$ cat config.mk
export PLATFORM = sky130hd
export DESIGN_NAME = ber_monitor
export DESIGN_NICKNAME = d
export VERILOG_FILES = /design/src/rtl/ber_monitor_pkg.sv /design/src/rtl/popcount64.sv /design/src/rtl/ber_monitor.sv
export SDC_FILE = /design/constraint.sdc
export NUM_CORES = 1
export LEC_CHECK = 0
export CAP_MARGIN = 30
export CORE_ASPECT_RATIO = 0.5
export CORE_UTILIZATION = 45
export DETAILED_ROUTE_END_ITERATION = 10
export GPL_ROUTABILITY_DRIVEN = 0
export PLACE_DENSITY = 0.68
export SLEW_MARGIN = 0
export SYNTH_ARGS = -nofsm -noshare
export SYNTH_HDL_FRONTEND = slang
export SYNTH_SLANG_ARGS = --single-unit
$ cat constraint.sdc
create_clock -name clk -period 6.5 [get_ports clk]
set_input_delay 1.3 -clock clk [delete_from_list [all_inputs] [get_ports clk]]
set_output_delay 1.3 -clock clk [all_outputs]
set_load 0.005 [all_outputs]
$ cat src/rtl/ber_monitor_pkg.sv
// Shared types and widths for the bit-error-rate monitor.
package ber_monitor_pkg;

    localparam int unsigned WordW      = 64;
    localparam int unsigned PopW       = 7;
    localparam int unsigned ErrBitsW   = 48;
    localparam int unsigned FramesW    = 40;
    localparam int unsigned ErrFramesW = 32;
    localparam int unsigned UnlockW    = 8;

    typedef enum logic [2:0] {
        StIdle      = 3'd0,
        StWaitAlign = 3'd1,
        StMeasure   = 3'd2,
        StDrain     = 3'd3,
        StDone      = 3'd4
    } ber_state_e;

endpackage

$ cat src/rtl/popcount64.sv
// Two-stage registered popcount of a 64-bit word with a valid tag carried alongside.
module popcount64
    import ber_monitor_pkg::*;
(
    input  logic             clk,
    input  logic             reset,
    input  logic             clear,
    input  logic             in_valid,
    input  logic [WordW-1:0] in_word,
    output logic             out_valid,
    output logic [PopW-1:0]  out_count
);

    logic [7:0][3:0] byte_cnt_d, byte_cnt_q;
    logic [PopW-1:0] sum_d, sum_q;
    logic            s1_valid_d, s1_valid_q;
    logic            s2_valid_d, s2_valid_q;

    // Per-byte counts for stage 1, byte sum for stage 2; clear kills in-flight tags.
    always_comb begin
        byte_cnt_d = '0;
        for (int b = 0; b < 8; b++) begin
            for (int i = 0; i < 8; i++) begin
                byte_cnt_d[b] = byte_cnt_d[b] + {3'b000, in_word[8*b+i]};
            end
        end
        sum_d = '0;
        for (int b = 0; b < 8; b++) begin
            sum_d = sum_d + {3'b000, byte_cnt_q[b]};
        end
        s1_valid_d = in_valid & ~clear;
        s2_valid_d = s1_valid_q & ~clear;
    end

    // Pipeline registers.
    always_ff @(posedge clk) begin
        if (reset) begin
            byte_cnt_q <= '0;
            sum_q      <= '0;
            s1_valid_q <= 1'b0;
            s2_valid_q <= 1'b0;
        end else begin
            byte_cnt_q <= byte_cnt_d;
            sum_q      <= sum_d;
            s1_valid_q <= s1_valid_d;
            s2_valid_q <= s2_valid_d;
        end
    end

    assign out_valid = s2_valid_q;
    assign out_count = sum_q;

endmodule

$ cat src/rtl/ber_monitor.sv
// Bit-error-rate monitor: settles on alignment, counts error bits/frames over a window.
module ber_monitor
    import ber_monitor_pkg::*;
#(
    parameter logic [FramesW-1:0] WINDOW = 40'd1_000_000,
    parameter int unsigned        SETTLE = 16
) (
    input  logic                  clk,
    input  logic                  reset,
    input  logic                  aligned,
    input  logic [WordW-1:0]      errorBits,
    input  logic                  start,
    input  logic                  stop,
    output logic [2:0]            state,
    output logic [ErrBitsW-1:0]   err_bits_total,
    output logic [FramesW-1:0]    frames_total,
    output logic [ErrFramesW-1:0] err_frames,
    output logic [UnlockW-1:0]    unlock_count,
    output logic                  done
);

    ber_state_e              state_d, state_q;
    logic [31:0]             settle_d, settle_q;
    logic [FramesW-1:0]      issued_d, issued_q;
    logic                    drain_d, drain_q;
    logic                    done_d, done_q;
    logic [UnlockW-1:0]      unlock_d, unlock_q;
    logic [ErrBitsW-1:0]     err_bits_d, err_bits_q;
    logic [FramesW-1:0]      frames_d, frames_q;
    logic [ErrFramesW-1:0]   err_frames_d, err_frames_q;
    logic [ErrBitsW:0]       bits_sum;
    logic                    issue;
    logic                    clear;
    logic                    pc_valid;
    logic [PopW-1:0]         pc_count;

    popcount64 u_popcount (
        .clk       (clk),
        .reset     (reset),
        .clear     (clear),
        .in_valid  (issue),
        .in_word   (errorBits),
        .out_valid (pc_valid),
        .out_count (pc_count)
    );

    // Measurement FSM: next state, settle/issue counters and word tagging.
    always_comb begin
        state_d  = state_q;
        settle_d = settle_q;
        issued_d = issued_q;
        drain_d  = drain_q;
        unlock_d = unlock_q;
        issue    = 1'b0;
        clear    = start;
        if (start) begin
            state_d  = StWaitAlign;
            settle_d = '0;
            issued_d = '0;
            drain_d  = 1'b0;
            unlock_d = '0;
        end else begin
            unique case (state_q)
                StIdle: ;
                StWaitAlign: begin
                    if (stop) begin
                        state_d = StDrain;
                        drain_d = 1'b0;
                    end else if (!aligned) begin
                        settle_d = '0;
                    end else begin
                        settle_d = settle_q + 32'd1;
                        if (settle_d >= SETTLE) state_d = StMeasure;
                    end
                end
                StMeasure: begin
                    if (stop) begin
                        state_d = StDrain;
                        drain_d = 1'b0;
                    end else if (!aligned) begin
                        if (unlock_q != '1) unlock_d = unlock_q + 8'd1;
                        settle_d = '0;
                        state_d  = StWaitAlign;
                    end else begin
                        issue = 1'b1;
                        if (issued_q != '1) issued_d = issued_q + 40'd1;
                        if (WINDOW != '0 && issued_d == WINDOW) begin
                            state_d = StDrain;
                            drain_d = 1'b0;
                        end
                    end
                end
                // Two cycles let the last tagged word leave the popcount pipe.
                StDrain: begin
                    drain_d = 1'b1;
                    if (drain_q) state_d = StDone;
                end
                StDone: ;
                default: state_d = StIdle;
            endcase
        end
        done_d = (state_d == StDone);
    end

    // Saturating accumulators fed by the popcount output, independent of FSM state.
    always_comb begin
        err_bits_d   = err_bits_q;
        frames_d     = frames_q;
        err_frames_d = err_frames_q;
        bits_sum     = {1'b0, err_bits_q} + (ErrBitsW + 1)'(pc_count);
        if (clear) begin
            err_bits_d   = '0;
            frames_d     = '0;
            err_frames_d = '0;
        end else if (pc_valid) begin
            err_bits_d = bits_sum[ErrBitsW] ? '1 : bits_sum[ErrBitsW-1:0];
            if (frames_q != '1) frames_d = frames_q + 40'd1;
            if (pc_count != '0 && err_frames_q != '1) err_frames_d = err_frames_q + 32'd1;
        end
    end

    // State and accumulator registers.
    always_ff @(posedge clk) begin
        if (reset) begin
            state_q      <= StIdle;
            settle_q     <= '0;
            issued_q     <= '0;
            drain_q      <= 1'b0;
            done_q       <= 1'b0;
            unlock_q     <= '0;
            err_bits_q   <= '0;
            frames_q     <= '0;
            err_frames_q <= '0;
        end else begin
            state_q      <= state_d;
            settle_q     <= settle_d;
            issued_q     <= issued_d;
            drain_q      <= drain_d;
            done_q       <= done_d;
            unlock_q     <= unlock_d;
            err_bits_q   <= err_bits_d;
            frames_q     <= frames_d;
            err_frames_q <= err_frames_d;
        end
    end

    assign state          = state_q;
    assign err_bits_total = err_bits_q;
    assign frames_total   = frames_q;
    assign err_frames     = err_frames_q;
    assign unlock_count   = unlock_q;
    assign done           = done_q;

endmodule

After elaboration in Yosys (flattened, before gate mapping). Index checks and enable logic that the tools add are counted. W data, S select, Z words.

Bits in registers: 246. Word-level logic and storage cells: 153.

Add/subtract/negate cells: 69. $lt $le $gt $ge: 1. Equality and inequality tests: 16. Multiplexer cells: 29. Bitwise logic cells: 5. Reductions and logical operators: 13.

Operators by type and width (number): $mux W40 (5); $add A4 B1 Y4 (48); $mux W32 (4); $add A40 B1 Y40 const B (2); $ne A40 B40 Y1 const B (2); $add A32 B1 Y32 const B (2); $pmux W32 S2 (1); $add A48 B7 Y49 (1); $mux W48 (1); $add A7 B4 Y7 (6); $eq A40 B20 Y1 const B (1); $ge A32 B5 Y1 const B (1); $ne A32 B32 Y1 const B (1); $mux W3 (8); $add A1 B1 Y2 (8); $pmux W3 S4 (1); $reduce_and A4 Y1 (3); $add A8 B1 Y8 const B (1); $mux W1 (8); $ne A2 B2 Y1 const B (4); $ne A8 B8 Y1 const B (1); $reduce_bool A7 Y1 (1); $eq A3 B2 Y1 const B (2); $eq A3 B3 Y1 const B (2); other kinds (13) (19).

Longest topological paths before layout. Gate-level depths: netlist of the first run.

Depth after elaboration: 13. Depth in mapped cells: 15. Depth with buffers taken out: 15.

Modules after synthesis. A second synthesis of the first run with hierarchy kept.

Cell total of the unflattened synthesis: 1733. Area total of the unflattened synthesis: 14229.9 µm².

Modules (own cells, without submodules): ber_monitor (times used 1, cells an instance 1419, area each 11059.4 µm², sequential area each 4103.9 µm²); popcount64 (times used 1, cells an instance 314, area each 3170.5 µm², sequential area each 820.8 µm²).

Worst setup path before layout of the first run. No wires, ideal clock.

Path kind: reg2reg. Start point: reg u_popcount.byte_cnt_q[0] (netlist bit). End point: reg u_popcount.sum_q[6], in the netlist u_popcount.out_count[6]. Library setup time: 128 ps. Arrival time: 4248 ps. Data required time: 6372 ps. Slack: 2125 ps. Stages on the path, launching flop included: 16. Path buffers: 0. Clock period less this slack: 4375 ps. Cells stage by stage: dfxtp_1 -> ha_1 -> fa_1 -> xnor2_1 -> fa_1 -> fa_1 -> fa_1 -> inv_1 -> fa_1 -> ha_1 -> a21o_1 -> a21o_1 -> a21o_1 -> a21oi_1 -> xor2_1 -> nor2_1.

Cells in the longest elaborated chain, start to end: 7.

RTL lines: start, declared (RTL line popcount64.sv:14) `logic [7:0][3:0] byte_cnt_d, byte_cnt_q;`; start signal, assigned (RTL line popcount64.sv:43) `byte_cnt_q <= byte_cnt_d;`; $add A4 B4 Y5 (RTL line popcount64.sv:29) `sum_d = sum_d + {3'b000, byte_cnt_q[b]};`; $add A7 B4 Y7 (6 in series) (RTL line popcount64.sv:29); end signal, assigned (RTL line popcount64.sv:44) `sum_q <= sum_d;`; end, declared (RTL line popcount64.sv:15) `logic [PopW-1:0] sum_d, sum_q;`.

No other way between the ends. A chain may end at the register's enable or synchronous reset.

Final worst setup path of the first run. Same ends and word-level chain as after synthesis.

==> out/metrics.cfg, run 1 <==
[drt]
drt_wl_total_um = 33960
avgViaCountPerCell = 5.423
wire_per_inst_um = 14.82
drcViolationCount = 0
drtAntennaViolNets = 0
firstDrtPassIters = 5
vias = 12420
drt_iter0_drc = 892

[final_layout]
n_fill_cell = 2823
final_nets = 2023
antenna_cells = 0
layout_commonest_cell = dfxtp_1
final_core_util = 0.5615
area_growth_pct = 21.35
final_cell_mix = dfxtp_1 (246), nor2_1 (202), clkdlybuf4s50_1 (199), inv_1 (129)
drive_above_1_share = 0.03587

[cts]
cts_buffer_depth = 3
cts_buffers = 24
worstSkewPairLatency_ps = 530
ctsResizeCount = 0
cts_tree = built
cts_root_buf = clkbuf_16
post_cts_buffers = 0
hold_buffers = 0
cts.sinks = 246
path_clk_slew_ps = 60
htree_levels = 1

[sta]
hold_viol = 0
fin_tns_setup_ps = 0
slew_headroom = 0.3233
finalCritPeriodShare = 0.6965
finClkSkew_ps = 11.26
tightest_slew_ps = 1015
post-route-min-period_ps = 4527
max_clock_freq_ghz = 0.2209
rsz0062_at_grt = false
finalSetupViolations = 0
slew_viol_final = 0

[yosys]
ys.flop_type = dfxtp_1
syn_avg_cell_area_um2 = 8.319
ys_warn_count = 0
synth_top_cell_area_share = 0.3468
ys_seq_elements = 246
yosysUniqueCellTypes = 63
async_flop_share = 0
synth_area_um2 = 14200
synth_edf_count = 0
ys_top_cells_by_area = dfxtp_1 (35%), fa_1 (7.3%), xor2_1 (5.5%), nor2_1 (5.3%), ha_1 (4.5%)
synthCells = 1707
seq_area_frac_synth = 0.3468
yosysTopAreaCell = dfxtp_1
syn-num-nets = 1879

[power_and_ir_drop]
powerDensity_nw_per_um2 = 229.4
power_leakage_nw = 6.285
vdd_ir_drop_max_mv = 0.2016

[die]
ios = 201
die_w_um = 253.2
fp.coreArea_um2 = 30690
num_rows = 45
die-area_um2 = 32310
start_util = 0.4628
die_h_um = 127.6

[global_route]
antenna_found_initial = 0
track_usage = 0.2110
grt_pass1_wl_um = 56720
grt_max_degree = 170
grt_pass1_vias = 11420
gr-total-overflow = 0

[min_path]
hold_path.class = register to register

[setup_path]
path_cells = ha_1, fa_1, xnor2_1, fa_1, fa_1, fa_1, inv_1, fa_1, ha_1, a21o_1, a21o_1, a21o_1, a21oi_1, xor2_1, nor2_1
endpoint_kind = register
slowest_delay_ps = 540
cpMostUsedCell = fa_1
required_ps = 6880
cp_top_family = adder cells
cp_max_fo = 2
critical_path.slowest_cell = fa_1
crit_arrival_ps = 4910
worstSetupPathType = register to register
worst_setup_path_start_kind = register
path_buf_inv = 1

[place]
place_hpwl_um = 24500
portBuffers = 200

[job]
max-cap-violations = 0

[status]
status = completed

[flip-flops by register name, summed over array words and instances (netlist names)]
signal and count:
frames_total 40, issued_q 40, state 3, u_popcount.s1_valid_q 1, unlock_count 8, done 1, u_popcount.out_valid 1, err_frames 32
err_bits_total 48, u_popcount.out_count 7, drain_q 1, settle_q 32, u_popcount.byte_cnt_q 32
[layout make-up]
cell class,count,area (um2),share of cell area
clock buffers,38,744.5,0.04320
clock inverters,5,27.53,0.001597
inverters,129,484.2,0.02810
multi-input cells,1242,8457,0.4908
flip-flops and latches,246,4925,0.2858
well taps,423,529.3,0.03071
repair buffers,208,2064,0.1198
[kinds of logic (layout without fill, tap and decap cells)]
group,after synthesis,in the layout,share of synthesized area
buf+inv,219,380,0.05824
flops,246,246,0.3468
mux,9,9,0.006432
compound gates,282,282,0.1257
xor+xnor,152,152,0.09375
fa+ha+maj,103,103,0.1182
simple gates,696,696,0.2508
[Yosys cell counts (all sizes together) (48+ instances only)]
library cell	n
dfxtp	246
nor2	202
inv	129
a21oi	107
nand2	107
xor2	89
clkbuf	85
nand3	78
nand4	70
xnor2	63
o21ai	62
fa	52
ha	51
nor3	48
[report_power, final]
group | total, mW | switching (mW) | internal, mW
clock network | 1.38 | 0.597 | 0.783
logic | 0.977 | 0.493 | 0.484
registers | 1.60 | 0.0284 | 1.57
total | 3.95 | 1.12 | 2.83
[metrics by stage]
| step | std cells | total power, mW | area (um2) | setup slack [ps] | hold WS, ps |
|---|---|---|---|---|---|
| 6_report | 2291 | 3.953 | 17230 | 1973 | 453.7 |
| 5_1_grt | 2291 | 4.253 | 17230 | 1758 | 490.7 |
| 4_1_cts | 2291 | 4.018 | 17230 | 1926 | 447.7 |
| 3_5_place_dp | 2248 | 2.626 | 16460 | 1930 | 431.2 |
| 3_3_place_gp | 2246 | 2.597 | 16450 | 1950 | 410.7 |
| 2_1_floorplan | 1707 | 2.410 | 14200 | 2125 | 405.7 |
[path summary, 6_finish.rpt]
kind	slack (ps)	start	depth (start not counted)	end
max	1970	u_popcount.byte_cnt_q[0]	15	u_popcount.out_count[6]
min	450	u_popcount.s1_valid_q	1	u_popcount.out_valid
max reg2reg	1970	u_popcount.byte_cnt_q[0]	15	u_popcount.out_count[6]
min reg2reg	450	u_popcount.s1_valid_q	1	u_popcount.out_valid
[layer usage]
layer / vias to the layer above / share of wire / track usage
met3: 54 / 0.048 / 0.03199
met1: 5884 / 0.47 / 0.2951
met2: 269 / 0.46 / 0.3405
met4: 0 / 0.021 / 0.05383
met5: - / 0 / 0
li1: 6217 / - / -
No activity file was read; power rests on OpenSTA's default activity.
==> inputs of run 2 (changes only) <==
==> constraint.sdc (replaced) <==
create_clock -name clk -period 4.65 [get_ports clk]
set_input_delay 0.93 -clock clk [delete_from_list [all_inputs] [get_ports clk]]
set_output_delay 0.93 -clock clk [all_outputs]
set_load 0.005 [all_outputs]
==> run 2 against run 1 <==
Against the previous run: non-clock buffer count up 5; sequential share of layout area down 0.27 points; count of clock-buffer cells in the layout down 9; cell count up 0.22%; maximum frequency up 1.7%; die area unchanged; sequential power up 39%; wire length down 0.15%; utilization up 0.53 points; highest routed layer unchanged.
==> out/metrics.cfg, run 2 (same netlist as run 1, synthesis figures left out) <==
[global_route]
gr-total-overflow = 0  ; unchanged
grt_pass1_wl_um = 56120  ; was 56720 um
grt_max_degree = 74  ; was 170
antenna_found_initial = 0  ; unchanged
grt_pass1_vias = 11400  ; was 11420
track_usage = 0.2089  ; was 0.2110

[sta]
rsz0062_at_grt = false  ; unchanged
fin_tns_setup_ps = 0  ; unchanged
slew_viol_final = 0  ; unchanged
post-route-min-period_ps = 4453  ; was 4527 ps
hold_viol = 0  ; unchanged
tightest_slew_ps = 844.2  ; was 1015 ps
slew_headroom = 0.4320  ; was 0.3233
finalCritPeriodShare = 0.9577  ; was 0.6965
finalSetupViolations = 0  ; unchanged
fin_ws_ps = 196.9  ; was 1973 ps
max_clock_freq_ghz = 0.2246  ; was 0.2209 GHz
finClkSkew_ps = 12.10  ; was 11.26 ps

[die]
ios = 201  ; unchanged
die_w_um = 253.2  ; unchanged
start_util = 0.4628  ; unchanged
die-area_um2 = 32310  ; unchanged
die_h_um = 127.6  ; unchanged
num_rows = 45  ; unchanged
fp.coreArea_um2 = 30690  ; unchanged

[cts]
htree_levels = 1  ; unchanged
worstSkewPairLatency_ps = 530  ; about the same
cts_buffer_depth = 3  ; unchanged
cts_buffers = 24  ; unchanged
cts_tree = built  ; unchanged
ctsResizeCount = 0  ; unchanged
post_cts_buffers = 0  ; unchanged
cts_root_buf = clkbuf_16  ; unchanged
hold_buffers = 0  ; unchanged
path_clk_slew_ps = 70  ; was 60 ps
cts.sinks = 246  ; unchanged

[place]
post-place-ws_ps = 98.80  ; was 1930 ps
place_hpwl_um = 24800  ; was 24500 um
portBuffers = 200  ; unchanged
dp_cells = 2253  ; was 2248

[drt]
avgViaCountPerCell = 5.393  ; was 5.423
firstDrtPassIters = 5  ; unchanged
drt_iter0_drc = 883  ; was 892
vias = 12380  ; was 12420
wire_per_inst_um = 14.77  ; was 14.82 um
drcViolationCount = 0  ; unchanged
drt_wl_total_um = 33910  ; was 33960 um
drtAntennaViolNets = 0  ; unchanged

[final_layout]
instances_no_fill = 2296  ; was 2291
final_nets = 2028  ; was 2023
layout_commonest_cell = dfxtp_1  ; unchanged
antenna_cells = 0  ; unchanged
n_fill_cell = 2850  ; was 2823
final_cell_mix = dfxtp_1 (246), nor2_1 (202), clkdlybuf4s50_1 (199), inv_1 (129)  ; unchanged
drive_above_1_share = 0.04218  ; was 0.03587
largest_reg_flops = 48  ; unchanged
area_growth_pct = 22.49  ; was 21.35%

[min_path]
whs_path_depth = 1  ; unchanged
min-delay-start = u_popcount.s1_valid_q  ; unchanged
min_to = u_popcount.out_valid  ; unchanged
hold_path.class = register to register  ; unchanged

[job]
max-cap-violations = 0  ; unchanged

[setup_path]
cpMostUsedCell = fa_1  ; unchanged
worstSetupPathType = register to register  ; unchanged
r2r-start = u_popcount.byte_cnt_q[0]  ; unchanged
cp_max_fo = 2  ; unchanged
r2r_cells = 15  ; unchanged
reg2reg_setup_slack_ps = 200  ; was 1970 ps
crit_arrival_ps = 4850  ; was 4910 ps
path_buf_inv = 1  ; unchanged
slowest_delay_ps = 540  ; about the same
cp_top_family = adder cells  ; unchanged
endpoint_kind = register  ; unchanged
required_ps = 5050  ; was 6880 ps
worst_setup_path_start_kind = register  ; unchanged
critical_path.slowest_cell = fa_1  ; unchanged
path_cells = ha_1, fa_2, xnor2_2, fa_1, fa_1, fa_1, inv_1, fa_1, ha_1, a21o_1, a21o_1, a21o_1, a21oi_1, xor2_1, nor2_1  ; was ha_1, fa_1, xnor2_1, fa_1, fa_1, fa_1, inv_1, fa_1, ha_1, a21o_1, a21o_1, a21o_1, a21oi_1, xor2_1, nor2_1
r2r_end = u_popcount.out_count[6]  ; unchanged

[power_and_ir_drop]
powerDensity_nw_per_um2 = 331.4  ; was 229.4 nW/um2
power_leakage_nw = 6.365  ; was 6.285 nW
vdd_ir_drop_max_mv = 0.3216  ; was 0.2016 mV

[status]
status = completed  ; unchanged

[run 2: metrics by stage]
stage / power, mW / utilization / area, um2 / hold WS, ps
after floorplan: 3.368 / - / 14200 / 405.7
after detailed placement: 3.681 / 0.5381 / 16510 / 416.0
after global routing: 6.185 / 0.5668 / 17390 / 456.9
after CTS: 5.853 / 0.5665 / 17380 / 432.6
after global placement: 3.633 / 0.5379 / 16510 / 410.4
final: 5.763 / 0.5668 / 17390 / 422.1
[run 2: worst max path at each step]
stage	startpoint	endpoint	slack, ps	cells after the start
3_3_place_gp	u_popcount.byte_cnt_q[0]	u_popcount.out_count[6]	120	15
2_1_floorplan	u_popcount.byte_cnt_q[0]	u_popcount.out_count[6]	270	15
3_5_place_dp	u_popcount.byte_cnt_q[0]	u_popcount.out_count[6]	100	15
4_1_cts	u_popcount.byte_cnt_q[0]	u_popcount.out_count[6]	100	15
5_1_grt	u_popcount.byte_cnt_q[1]	u_popcount.out_count[6]	6	15
6_report	u_popcount.byte_cnt_q[0]	u_popcount.out_count[6]	200	15
[run 2: metal layers]
metal | vias up | wire (um) | global-route usage
li1 | 6246 | - | -
met4 | 0 | 582 | 0.04599
met2 | 240 | 15740 | 0.3504
met5 | - | 0 | 0
met1 | 5858 | 16310 | 0.2880
met3 | 39 | 1266 | 0.02628
[run 2: where the power goes]
| group | switching, mW | internal (mW) |
|---|---|---|
| clock network | 0.854 | 1.30 |
| logic | 0.694 | 0.684 |
| registers | 0.0376 | 2.19 |
[run 2: final cells by class]
type                    instances  area [um2]  share of cell area
multi-input cells            1242        8467              0.4868
flip-flops and latches        246        4925              0.2831
repair buffers                213        2117              0.1217
clock buffers                  29       670.6             0.03856
well taps                     423       529.3             0.03043
inverters                     129       484.2             0.02784
clock inverters                14       200.2             0.01151
==> inputs of run 3 (changes only) <==
--- a/config.mk
+++ b/config.mk
@@ -10,6 +10,7 @@
 export CORE_UTILIZATION = 45
 export DETAILED_ROUTE_END_ITERATION = 10
 export GPL_ROUTABILITY_DRIVEN = 0
+export MAX_ROUTING_LAYER = met4
 export PLACE_DENSITY = 0.68
 export SLEW_MARGIN = 0
 export SYNTH_ARGS = -nofsm -noshare
==> run 3 against run 2 <==
Against the previous run: total power barely moved; worst hold slack improved by 1.0 ps; critical path depth did not move; cell area did not move; setup slack barely moved.
==> out/metrics.cfg, run 3 (same netlist as run 1, synthesis figures left out) <==
[die]
die_h_um = 127.6  ; unchanged
start_util = 0.4628  ; unchanged
die-area_um2 = 32310  ; unchanged
die_w_um = 253.2  ; unchanged
num_rows = 45  ; unchanged
fp.coreArea_um2 = 30690  ; unchanged
ios = 201  ; unchanged

[drt]
drcViolationCount = 0  ; unchanged
drt_iter0_drc = 852  ; was 883
drt_wl_total_um = 33930  ; was 33910 um
firstDrtPassIters = 5  ; unchanged
wire_per_inst_um = 14.78  ; was 14.77 um
avgViaCountPerCell = 5.389  ; was 5.393
vias = 12370  ; was 12380
drtAntennaViolNets = 0  ; unchanged

[final_layout]
drive_above_1_share = 0.04218  ; unchanged
area_growth_pct = 22.49  ; unchanged
largest_reg_flops = 48  ; unchanged
n_fill_cell = 2850  ; unchanged
layout_commonest_cell = dfxtp_1  ; unchanged
final_nets = 2028  ; unchanged
final_cell_mix = dfxtp_1 (246), nor2_1 (202), clkdlybuf4s50_1 (199), inv_1 (129)  ; unchanged
antenna_cells = 0  ; unchanged

[cts]
cts_tree = built  ; unchanged
cts_buffers = 24  ; unchanged
ctsResizeCount = 0  ; unchanged
htree_levels = 1  ; unchanged
path_clk_slew_ps = 70  ; about the same
cts_buffer_depth = 3  ; unchanged
worstSkewPairLatency_ps = 530  ; about the same
cts_root_buf = clkbuf_16  ; unchanged
cts.sinks = 246  ; unchanged
post_cts_buffers = 0  ; unchanged
hold_buffers = 0  ; unchanged

[global_route]
grt_max_degree = 74  ; unchanged
gr-total-overflow = 0  ; unchanged
antenna_found_initial = 0  ; unchanged
grt_pass1_vias = 11390  ; was 11400
grt_pass1_wl_um = 56150  ; was 56120 um
track_usage = 0.2155  ; was 0.2089

[setup_path]
crit_arrival_ps = 4850  ; about the same
slowest_delay_ps = 540  ; about the same
critical_path.slowest_cell = fa_1  ; unchanged
required_ps = 5050  ; about the same
worstSetupPathType = register to register  ; unchanged
r2r_cells = 15  ; unchanged
worst_setup_path_start_kind = register  ; unchanged
endpoint_kind = register  ; unchanged
path_cells = ha_1, fa_2, xnor2_2, fa_1, fa_1, fa_1, inv_1, fa_1, ha_1, a21o_1, a21o_1, a21o_1, a21oi_1, xor2_1, nor2_1  ; unchanged
cp_max_fo = 2  ; unchanged
cpMostUsedCell = fa_1  ; unchanged

[place]
place_hpwl_um = 24800  ; unchanged
post-place-ws_ps = 98.80  ; unchanged
portBuffers = 200  ; unchanged

[power_and_ir_drop]
vdd_ir_drop_max_mv = 0.3217  ; was 0.3216 mV
powerDensity_nw_per_um2 = 331.3  ; was 331.4 nW/um2
power_leakage_nw = 6.365  ; unchanged

[sta]
slew_headroom = 0.4242  ; was 0.4320
fin_tns_setup_ps = 0  ; unchanged
post-route-min-period_ps = 4453  ; about the same
finClkSkew_ps = 13.14  ; was 12.10 ps
rsz0062_at_grt = false  ; unchanged
finalSetupViolations = 0  ; unchanged
finalCritPeriodShare = 0.9576  ; was 0.9577
max_clock_freq_ghz = 0.2246  ; about the same
tightest_slew_ps = 860.5  ; was 844.2 ps
slew_viol_final = 0  ; unchanged
hold_viol = 0  ; unchanged
fin_ws_ps = 197.0  ; was 196.9 ps

[job]
max-cap-violations = 0  ; unchanged

[min_path]
whs_path_depth = 1  ; unchanged
hold_path.class = register to register  ; unchanged

[status]
status = completed  ; unchanged

-- run 3: cell counts in the layout (fill, tap and decap cells not counted) --
No cell type changed its count.
-- run 3: final timing paths --
check	end	slack [ps]	startpoint
worst max register to register	u_popcount.out_count[6]	200	u_popcount.byte_cnt_q[0]
worst max-delay path	u_popcount.out_count[6]	200	u_popcount.byte_cnt_q[0]
worst min register to register	u_popcount.out_valid	420	u_popcount.s1_valid_q
worst min-delay path	u_popcount.out_valid	420	u_popcount.s1_valid_q
-- run 3: layout make-up --
| type | count | area [um2] | area share |
|---|---|---|---|
| clock inverter | 14 | 200.2 | 0.01151 |
| timing repair buffer | 213 | 2117 | 0.1217 |
| inverter | 129 | 484.2 | 0.02784 |
| sequential | 246 | 4925 | 0.2831 |
| multi-input combinational | 1242 | 8467 | 0.4868 |
| clock buffer | 29 | 670.6 | 0.03856 |
| tap | 423 | 529.3 | 0.03043 |
-- run 3: metal layers --
layer,global-route usage,routed length [um]
met5,-,0
met4,0.04706,582
met3,0.02608,1293
met2,0.3495,15660
met1,0.2887,16390
-- run 3: metrics by stage --
stage               std cells  utilization  cell area, um2  hold WS, ps  power (mW)
floorplan                1707            -           14200        405.7       3.368
global placement         2252       0.5379           16510        410.4       3.633
detailed placement       2253       0.5381           16510        416.0       3.681
CTS                      2296       0.5665           17380        432.6       5.853
global route             2296       0.5668           17390        456.9       6.186
finish                   2296       0.5668           17390        423.1       5.763
-- run 3: report_power, final --
part | internal (mW) | switching, mW
combinational | 0.684 | 0.694
sequential | 2.19 | 0.0376
clock | 1.30 | 0.853
total | 4.18 | 1.59
-- run 3: critical path, delay by kind of cell, from the launching register on --
kind,cells,cell delay [ps]
AO/OA/AOI/OAI,4,690
XOR/XNOR,2,310
flip-flops,1,300
adder cells (fa/ha/maj),7,2930
AND/OR/NAND/NOR,1,50
buffers and inverters,1,50
==> patch: new RTL, settings of run 1 <==
Register the output `unlock_count` once more, with the module's reset; this adds one clock of latency there. The other outputs are not delayed to match.
--- a/src/rtl/ber_monitor.sv
+++ b/src/rtl/ber_monitor.sv
@@ -148,7 +148,13 @@
     assign err_bits_total = err_bits_q;
     assign frames_total   = frames_q;
     assign err_frames     = err_frames_q;
-    assign unlock_count   = unlock_q;
+    always_ff @(posedge clk) begin
+        if (reset) begin
+            unlock_count <= '0;
+        end else begin
+            unlock_count <= unlock_q;
+        end
+    end
     assign done           = done_q;
 
 endmodule
Function: no difference found for any inputs over 10 cycles, from zero or initial values and one cycle with reset high; that may be too few to reach the edited logic, so the function may still have changed.
==> patch against run 1 <==
- first-iteration DRC count is 26% lower
- area after synthesis up 4.1%
- clock power up 3%
- fmax grew 0.81%
- final area increased by 3.4%
- combinational power rose by 2.1%
- count of clock-buffer cells in the layout grew 6
- sequential cell count rose by 8
- wire length fell by 0.60%
- power rose by 3.0%
- worst setup slack improved by 0.036 ns
- cell count increased by 2.2%
- critical endpoint unchanged
==> patch: results (changes against run 1) <==
drt first pass iters = 5 (unchanged)
peak supply drop = 0.000264 V (was 0.000202 V)
routing usage on met3 = 0.0282 (was 0.0320)
sequential cell area fraction in the yosys report = 0.344 (was 0.347)
Synth top cells by count = 254 x dfxtp_1, 214 x nor2_1, 131 x inv_1, 102 x nand2_1, 95 x a21oi_1 (was 246 x dfxtp_1, 202 x nor2_1, 129 x inv_1, 107 x a21oi_1, 107 x nand2_1)
Lkg Pwr = 6.34 nW (was 6.28 nW)
Synth Area in XOR/XNOR = 0.0983 (was 0.0938)
HPWL after detailed placement = 24300 um (was 24500 um)
global-route wire length before repair = 56000 um (was 56700 um)
slowest stage delay, CP = 0.57 ns (was 0.54 ns)
initial antenna violation count = 0 (unchanged)
run status = finished clean (unchanged)
Setup Skew = 0.0102 ns (was 0.0113 ns)
DRC viols = 0 (unchanged)
Net Count, Synth = 1914 (was 1879)
Synth Area in Adders = 0.114 (was 0.118)
post-CTS setup buffer count = 0 (unchanged)
number of global-route vias before repair = 11400 (about the same)
root buf cell = clkbuf_16 (unchanged)
Critical Path AT = 4.88 ns (was 4.91 ns)
post_cts resized = 0 (unchanged)
met2 Use GR = 0.323 (was 0.340)
Placement Cell Area = 17000 um^2 (was 16500 um^2)
M1 WL = 16400 um (was 15900 um)
post-synthesis mux area share = 0.00542 (was 0.00643)
WL/cell = 14.4 um (was 14.8 um)
largest net degree at the start of global routing = 86 (was 170)
ys async rst share = 0 (unchanged)
1st-iter DRT viols = 661 (was 892)
met1 usage in global routing = 0.278 (was 0.295)
leading post-synthesis cells by cell area = dfxtp_1 34%, fa_1 7.0%, nor2_1 5.4% (was dfxtp_1 35%, fa_1 7.3%, xor2_1 5.5%)
vias per inst = 5.37 (was 5.42)
gr usage total = 0.197 (was 0.211)
WL met3 = 1440 um (was 1640 um)
met2 routed WL = 15500 um (was 15700 um)
max layer used = met4 (unchanged)
Worst Tran Pin Value = 0.949 ns (was 1.02 ns)
Synth Area in Compound Gates = 0.129 (was 0.126)
Synth Warn # = 0 (unchanged)
Min-Delay Path Class = register to register (unchanged)
PortBufs = 200 (unchanged)
NumNets Final = 2063 (was 2023)
Clock Latency Late Sink = 0.53 ns (about the same)
fill cell count = 2925 (was 2823)
post-synth cell types = 84 (was 63)
ANT cells = 0 (unchanged)
share of post-route cells with drive strength above 1 = 0.0476 (was 0.0359)
total CTS buffers = 26 (was 24)
slowest stage cell, crit path = fa_1 (unchanged)
patch: cell types whose count changed after synthesis, sizes merged, moves of 11 or more:
cell	change
clkbuf	-15
o21a	+12
a21oi	-11
nor2	+13
and3	-13
buf	+13
xnor2	+20
patch: cell type report:
type | instances | area (um^2) | share of cell area
repair buffers | 209 | 2080 | 0.117
clock buffers | 44 | 779 | 0.0437
multi-input cells | 1269 | 8820 | 0.495
inverters | 131 | 492 | 0.0276
clock inverters | 3 | 18.8 | 0.00105
well taps | 432 | 541 | 0.0303
flip-flops and latches | 254 | 5080 | 0.285
patch: worst register-to-register path: stages, from the launching register on:
cell and delay, ns:
dfxtp_1 0.31, ha_1 0.22, fa_1 0.40, xnor2_1 0.17
fa_1 0.48, inv_1 0.05, fa_1 0.50, fa_1 0.57
fa_1 0.47, ha_1 0.31, a21o_1 0.15, a21o_1 0.19
a21o_1 0.17, a21oi_1 0.16, xor2_1 0.16, nor2_1 0.05
patch: power breakdown:
part	switching [W]	internal [W]
clock	0.000611	0.000812
combinational	0.000506	0.000492
sequential	0.0000350	0.00162
patch: worst paths after layout:
check                           start                       to  slack [ns]  cells after the start
max          u_popcount.byte_cnt_q[0]  u_popcount.out_count[6]        2.01                     15
min             u_popcount.s1_valid_q     u_popcount.out_valid        0.43                      1
max reg2reg  u_popcount.byte_cnt_q[0]  u_popcount.out_count[6]        2.01                     15
min reg2reg     u_popcount.s1_valid_q     u_popcount.out_valid        0.43                      1
patch: stage by stage:
step / setup slack [ns] / std cells
after detailed placement: 1.98 / 2295
after global placement: 2.01 / 2294
after CTS: 1.99 / 2342
after floorplan: 2.15 / 1742
final: 2.01 / 2342
after global routing: 1.81 / 2342
